File: src/rtl/cache_pkg.sv
// Shared types and constants for the cache access arbiter.
// Latency: n/a (declarations only).
// Backpressure: n/a.
package cache_pkg;

    // Arbiter sequencing states; encoding is fixed so waveforms decode predictably.
    typedef enum logic [1:0] {
        ST_IDLE  = 2'd0,
        ST_ISSUE = 2'd1,
        ST_WAIT  = 2'd2,
        ST_DONE  = 2'd3
    } arb_state_e;

    localparam int DEFAULT_ADDR_W = 32;
    localparam int STAT_W         = 12;

    // Saturating increment for the statistics counters: sticks at all-ones.
    function automatic logic [STAT_W-1:0] sat_inc(input logic [STAT_W-1:0] v);
        return (&v) ? v : v + STAT_W'(1);
    endfunction

endpackage

File: src/rtl/cache_access_arbiter_rr_pick.sv
// Round-robin picker: first set request bit strictly after last_i, wrapping.
// Latency: purely combinational.
// Backpressure: none; vld_o is low when no request is pending.
module rr_pick #(
    parameter int N     = 4,
    parameter int IDX_W = 2
) (
    input  logic [N-1:0]     req_i,
    input  logic [IDX_W-1:0] last_i,
    output logic [N-1:0]     gnt_o,
    output logic             vld_o
);

    // Scan N positions starting one past the previous winner; first hit wins.
    always_comb begin
        logic found;
        found = 1'b0;
        gnt_o = '0;
        for (int i = 1; i <= N; i++) begin
            if (!found && req_i[(int'(last_i) + i) % N]) begin
                gnt_o[(int'(last_i) + i) % N] = 1'b1;
                found = 1'b1;
            end
        end
        vld_o = found;
    end

endmodule

File: src/rtl/cache_access_arbiter.sv
// Round-robin arbiter sharing one cache lookup engine; optional CACHE_ARB_STATS_EN adds read/write/miss counters.
// Latency: request seen in IDLE at T -> cache strobe at T+1 -> done_o at T+3 earliest; 4-cycle minimum period.
// Backpressure: requesters hold req_i until done_o; a WAIT timeout of TIMEOUT cycles completes with err_o.
module cache_access_arbiter
    import cache_pkg::*;
#(
    parameter int NUM_REQ = 4,
    parameter int ADDR_W  = DEFAULT_ADDR_W,
    parameter int TIMEOUT = 64
) (
    input  logic                      clk,
    input  logic                      reset_n,
    input  logic [NUM_REQ-1:0]        req_i,
    input  logic [NUM_REQ*ADDR_W-1:0] req_addr_i,
    input  logic [NUM_REQ-1:0]        req_we_i,
    output logic [NUM_REQ-1:0]        gnt_o,
    output logic [NUM_REQ-1:0]        done_o,
    output logic                      hit_o,
    output logic                      err_o,
    output logic                      cache_req_o,
    output logic [ADDR_W-1:0]         cache_addr_o,
    output logic                      cache_we_o,
    input  logic                      cache_ack_i,
    input  logic                      cache_hit_i
`ifdef CACHE_ARB_STATS_EN
    ,
    output logic [STAT_W-1:0]         num_reads,
    output logic [STAT_W-1:0]         num_writes,
    output logic [STAT_W-1:0]         num_misses
`endif
);

    localparam int IDX_W = (NUM_REQ > 1) ? $clog2(NUM_REQ) : 1;
    localparam int CNT_W = (TIMEOUT > 2) ? $clog2(TIMEOUT) : 1;

    arb_state_e          state_q, state_d;
    logic [NUM_REQ-1:0]  winner_q, winner_d;
    logic [IDX_W-1:0]    widx_q, widx_d;
    logic [IDX_W-1:0]    last_q, last_d;
    logic [ADDR_W-1:0]   addr_q, addr_d;
    logic                we_q, we_d;
    logic                hit_q, hit_d;
    logic                err_q, err_d;
    logic [CNT_W-1:0]    cnt_q, cnt_d;

    logic [NUM_REQ-1:0]  pick_oh;
    logic                pick_vld;
    logic [IDX_W-1:0]    pick_idx;

    rr_pick #(
        .N     (NUM_REQ),
        .IDX_W (IDX_W)
    ) u_rr_pick (
        .req_i  (req_i),
        .last_i (last_q),
        .gnt_o  (pick_oh),
        .vld_o  (pick_vld)
    );

    // One-hot winner to binary index, used for the address/we mux and last_grant.
    always_comb begin
        pick_idx = '0;
        for (int i = 0; i < NUM_REQ; i++) begin
            if (pick_oh[i]) begin
                pick_idx = IDX_W'(i);
            end
        end
    end

    // State and transaction registers; reset aborts any in-flight transaction.
    always_ff @(posedge clk or negedge reset_n) begin
        if (!reset_n) begin
            state_q  <= ST_IDLE;
            winner_q <= '0;
            widx_q   <= '0;
            last_q   <= IDX_W'(NUM_REQ - 1);
            addr_q   <= '0;
            we_q     <= 1'b0;
            hit_q    <= 1'b0;
            err_q    <= 1'b0;
            cnt_q    <= '0;
        end else begin
            state_q  <= state_d;
            winner_q <= winner_d;
            widx_q   <= widx_d;
            last_q   <= last_d;
            addr_q   <= addr_d;
            we_q     <= we_d;
            hit_q    <= hit_d;
            err_q    <= err_d;
            cnt_q    <= cnt_d;
        end
    end

    // Next-state: pick and latch in IDLE, strobe in ISSUE, ack/timeout in WAIT, retire in DONE.
    always_comb begin
        state_d  = state_q;
        winner_d = winner_q;
        widx_d   = widx_q;
        last_d   = last_q;
        addr_d   = addr_q;
        we_d     = we_q;
        hit_d    = hit_q;
        err_d    = err_q;
        cnt_d    = cnt_q;
        case (state_q)
            ST_IDLE: begin
                if (pick_vld) begin
                    winner_d = pick_oh;
                    widx_d   = pick_idx;
                    addr_d   = req_addr_i[int'(pick_idx)*ADDR_W +: ADDR_W];
                    we_d     = req_we_i[pick_idx];
                    state_d  = ST_ISSUE;
                end
            end
            ST_ISSUE: begin
                cnt_d   = '0;
                state_d = ST_WAIT;
            end
            ST_WAIT: begin
                // Ack takes priority over the final timeout count.
                if (cache_ack_i) begin
                    hit_d   = cache_hit_i;
                    err_d   = 1'b0;
                    state_d = ST_DONE;
                end else if (cnt_q == CNT_W'(TIMEOUT - 1)) begin
                    hit_d   = 1'b0;
                    err_d   = 1'b1;
                    state_d = ST_DONE;
                end else begin
                    cnt_d = cnt_q + CNT_W'(1);
                end
            end
            ST_DONE: begin
                last_d  = widx_q;
                state_d = ST_IDLE;
            end
            default: begin
                state_d = ST_IDLE;
            end
        endcase
    end

    // Outputs decoded from state so reset clears them immediately.
    always_comb begin
        gnt_o        = (state_q != ST_IDLE) ? winner_q : '0;
        done_o       = (state_q == ST_DONE) ? winner_q : '0;
        hit_o        = (state_q == ST_DONE) && hit_q;
        err_o        = (state_q == ST_DONE) && err_q;
        cache_req_o  = (state_q == ST_ISSUE);
        cache_addr_o = addr_q;
        cache_we_o   = we_q;
    end

`ifdef CACHE_ARB_STATS_EN
    logic [STAT_W-1:0] reads_q, writes_q, misses_q;

    // Saturating per-transaction statistics, updated in the DONE cycle; timeouts are not misses.
    always_ff @(posedge clk or negedge reset_n) begin
        if (!reset_n) begin
            reads_q  <= '0;
            writes_q <= '0;
            misses_q <= '0;
        end else if (state_q == ST_DONE) begin
            if (we_q) begin
                writes_q <= sat_inc(writes_q);
            end else begin
                reads_q <= sat_inc(reads_q);
            end
            if (!hit_q && !err_q) begin
                misses_q <= sat_inc(misses_q);
            end
        end
    end

    assign num_reads  = reads_q;
    assign num_writes = writes_q;
    assign num_misses = misses_q;
`endif

endmodule
File: config.mk
export PLATFORM = sky130hd
export DESIGN_NAME = cache_access_arbiter
export DESIGN_NICKNAME = d
export VERILOG_FILES = /design/src/rtl/cache_pkg.sv /design/src/rtl/cache_access_arbiter_rr_pick.sv /design/src/rtl/cache_access_arbiter.sv
export SDC_FILE = /design/constraint.sdc
export NUM_CORES = 1
export LEC_CHECK = 0
export BUFFER_PORTS_ARGS = -buffer_cell sky130_fd_sc_hd__buf_2
export CAP_MARGIN = 20
export CELL_PAD_IN_SITES_DETAIL_PLACEMENT = 1
export CELL_PAD_IN_SITES_GLOBAL_PLACEMENT = 1
export CORE_MARGIN = 2
export CORE_UTILIZATION = 33
export DETAILED_ROUTE_END_ITERATION = 16
export PLACE_DENSITY = 0.89
export RECOVER_POWER = 25
export SLEW_MARGIN = 0
export SYNTH_ARGS = -nofsm -noshare
export SYNTH_HDL_FRONTEND = slang
export SYNTH_HIERARCHICAL = 1
export SYNTH_SLANG_ARGS = --single-unit
File: constraint.sdc
create_clock -name clk -period 4.1 [get_ports clk]
set_input_delay 0.41 -clock clk [delete_from_list [all_inputs] [get_ports clk]]
set_output_delay 0.41 -clock clk [all_outputs]
set_load 0.1 [all_outputs]
==> impl_metrics.csv <==
group,metric,value,unit
final_layout,area_growth,29.95,%
sta,setup_viol,0,
floorplanning,num_io_pins,184,
placement,dpl.hpwl,9657,um
yosys,ys_ff_latch,51,
yosys,synth_top_family_by_area,"compound AO/OA/AOI/OAI gates",
final_layout,drive_above_1_share,0.3571,
clock_tree,cts_hold_buf,0,
route,drt_first_pass_iters,4,
worst_setup_path,cp_max_fo,18,
placement,gp_congestion,0.8648,
route,wl_per_cell,17.56,um
grt,grt_max_degree,52,
grt,grt_first_pass_wirelength,20220,um
clock_tree,cts_root_buffer,"clkbuf_16",
floorplanning,initial_core_util,0.3407,
yosys,synth_fa_ha_area_frac,0.04365,
route,drc,0,
clock_tree,cts_inserted_buffers,5,
yosys,synth-xor-area-share,0,
sta,hold_viol,0,
floorplanning,die_x,110.3,um
grt,antenna_found_initial,0,
final_layout,final_cell_mix,"buf_2 (183), nand2_1 (55), dfrtp_1 (49)",
final_layout,nNetsFinal,740,
sta,min_period_over_period,0.9061,
sta,fin_crit,3715,ps
final_layout,layout_commonest_cell,"buf_2",
sta,rsz0062_at_grt,"false",
outcome,status,"finished with violations",
yosys,synthTopCellsByArea,"dfrtp_1 (33%), mux2i_1 (12%), nand2_1 (5.5%)",
placement,port_buffers,183,
flow_run,maxCapViolCount,1,
sta,max_slew.worst_pin.slew,2851,ps
floorplanning,fp.coreArea,10940,sq um
worst_hold_path,worstHoldPathCells,2,
yosys,ys_warn_count,6,
yosys,synth_top_area_frac,0.3291,
clock_tree,insertion_delay,290,ps
yosys,synth_area_leader_cell,"dfrtp_1",
sta,slew_headroom,-0.9009,
final_layout,antenna_cells,0,
route,vias_per_cell,5.364,
grt,grt-ovfl-total,0,
floorplanning,die_y,110.3,um
worst_setup_path,cp-start-kind,"flip-flop",
worst_setup_path,regToRegSetupSlack,390,ps
clock_tree,post_cts_resized,0,
clock_tree,path_clk_slew,70,ps
floorplanning,rows,38,
sta,fin_worst_skew,8.683,ps
yosys,syn_nets,577,
worst_setup_path,arrival,3950,ps
outcome,violations,"max-capacitance violations, max-slew violations",
yosys,async_reset_ff_frac,1.000,
route,drt_iter0_drc,190,
clock_tree,cts_max_level,2,
worst_setup_path,r2r_cells,10,
floorplanning,die_area,12160,sq um
yosys,syn_inst,424,
clock_tree,cts_buffer_depth,2,
route,vias,3905,
sta,drv_slew,52,
clock_tree,cts_tree,"done",
yosys,synth_compound_area_frac,0.2357,
route,wl,12790,um
sta,fin_tns_setup,0,ps
clock_tree,cts_setup_buffers,0,
yosys,synth_edf_count,0,
yosys,synth.area.mux_share,0.1347,
yosys,avgSynthCellArea,8.788,sq um
clock_tree,cts_num_sinks,51,
yosys,synth_area,3726,sq um
yosys,synth_ff_type,"dfrtp_1",
yosys,synth_cell_types,53,
route,ant_nets,0,
grt,grt_pass1_vias,4164,
yosys,post_synth_and_or_nand_nor_area_fraction,0.1813,
worst_setup_path,required,4330,ps
placement,dp.cells,720,
final_layout,finalNonFillerCells,728,
yosys,synth.yosys.seq_area_share,0.3432,
worst_setup_path,criticalPathCategory,"flip-flop to flip-flop",
worst_setup_path,critPathCaptureType,"flip-flop",
worst_hold_path,min_path_type,"primary input to flip-flop",
sta,fmax,0.2692,GHz
grt,globalRouteTotalUtil,0.2097,
-- critical path, cell delays in order, from the launching register on --
cell and delay [ps]:
dfstp_2 620, inv_1 190, ha_1 460, mux2i_1 300, o2111ai_1 150, o21ai_0 420
a221o_1 330, inv_2 190, a21oi_2 660, or3b_1 220, a22o_1 130
-- worst paths after layout --
path                                         startpoint                      endpoint
worst max-delay path              last_q[0]$_DFFE_PN1N_  cache_addr_o[11]$_DFFE_PN0P_
worst min-delay path                        cache_ack_i             err_q$_DFFE_PN0P_
worst max register to register    last_q[0]$_DFFE_PN1N_  cache_addr_o[11]$_DFFE_PN0P_
worst min register to register  winner_q[1]$_DFFE_PN0P_       winner_q[1]$_DFFE_PN0P_
max in group asynchronous                       reset_n  cache_addr_o[15]$_DFFE_PN0P_
min in group asynchronous                       reset_n  cache_addr_o[10]$_DFFE_PN0P_
-- flip-flops by register name, summed over array words and instances, names as in the netlist --
signal / count
cache_we_o: 1
err_q: 1
winner_q: 4
hit_q: 1
last_q: 2
cache_addr_o: 32
cnt_q: 6
widx_q: 2
state_q: 2
-- synthesized netlist by cell type (all sizes together) (2+ instances only) --
| library cell | n |
|---|---|
| dfstp | 2 |
| nand4 | 2 |
| and2 | 7 |
| or3b | 17 |
| inv | 15 |
| mux2i | 43 |
| a22o | 16 |
| nor2 | 35 |
| mux2 | 4 |
| a21o | 16 |
| nor3 | 2 |
| a221o | 4 |
| clkbuf | 14 |
| ha | 13 |
| nand2 | 56 |
| dfrtp | 49 |
| a21oi | 23 |
| o221ai | 2 |
| nand3 | 6 |
| nor2b | 4 |
| a211oi | 16 |
| o22ai | 16 |
| buf | 19 |
| nand2b | 4 |
| o21ai | 21 |
-- kinds of logic after synthesis --
group,after synthesis
adders and majority gates,13
AOI/OAI and AO/OA,127
buffers and inverters,48
and+or+nand+nor,137
DFF,51
muxes,48
-- layer usage --
layer	track usage	share of wire	vias up	wire [um]
li1	-	-	1853	-
met1	0.2403	0.41	1869	5259
met2	0.3931	0.50	163	6343
met3	0.03998	0.072	20	921
met4	0.06071	0.020	0	261
met5	0	0	-	0
-- per-stage QoR --
stage          hold slack (ps)  instance area, sq um  utilization  setup WS (ps)
6_report                 371.4                  4842       0.4428          385.1
5_1_grt                  378.9                  4842       0.4428          27.55
4_1_cts                  269.9                  4846       0.4431          379.7
3_5_place_dp             484.6                  4705       0.4302          389.5
3_3_place_gp             468.0                  4705       0.4302          718.3
2_1_floorplan            114.4                  3726            -          910.4
-- layout make-up --
cell class	instances	area, sq um
clock buffers	6	128.9
clock inverters	2	12.51
fillers	1371	6093
inverters	15	56.30
multi-input cells	325	2221
flip-flops and latches	51	1279
well taps	140	175.2
repair buffers	189	969.7
Power is left out: the tool's default activity adds up to more than one toggle a clock period on the data nets, which glitch-free logic cannot reach.
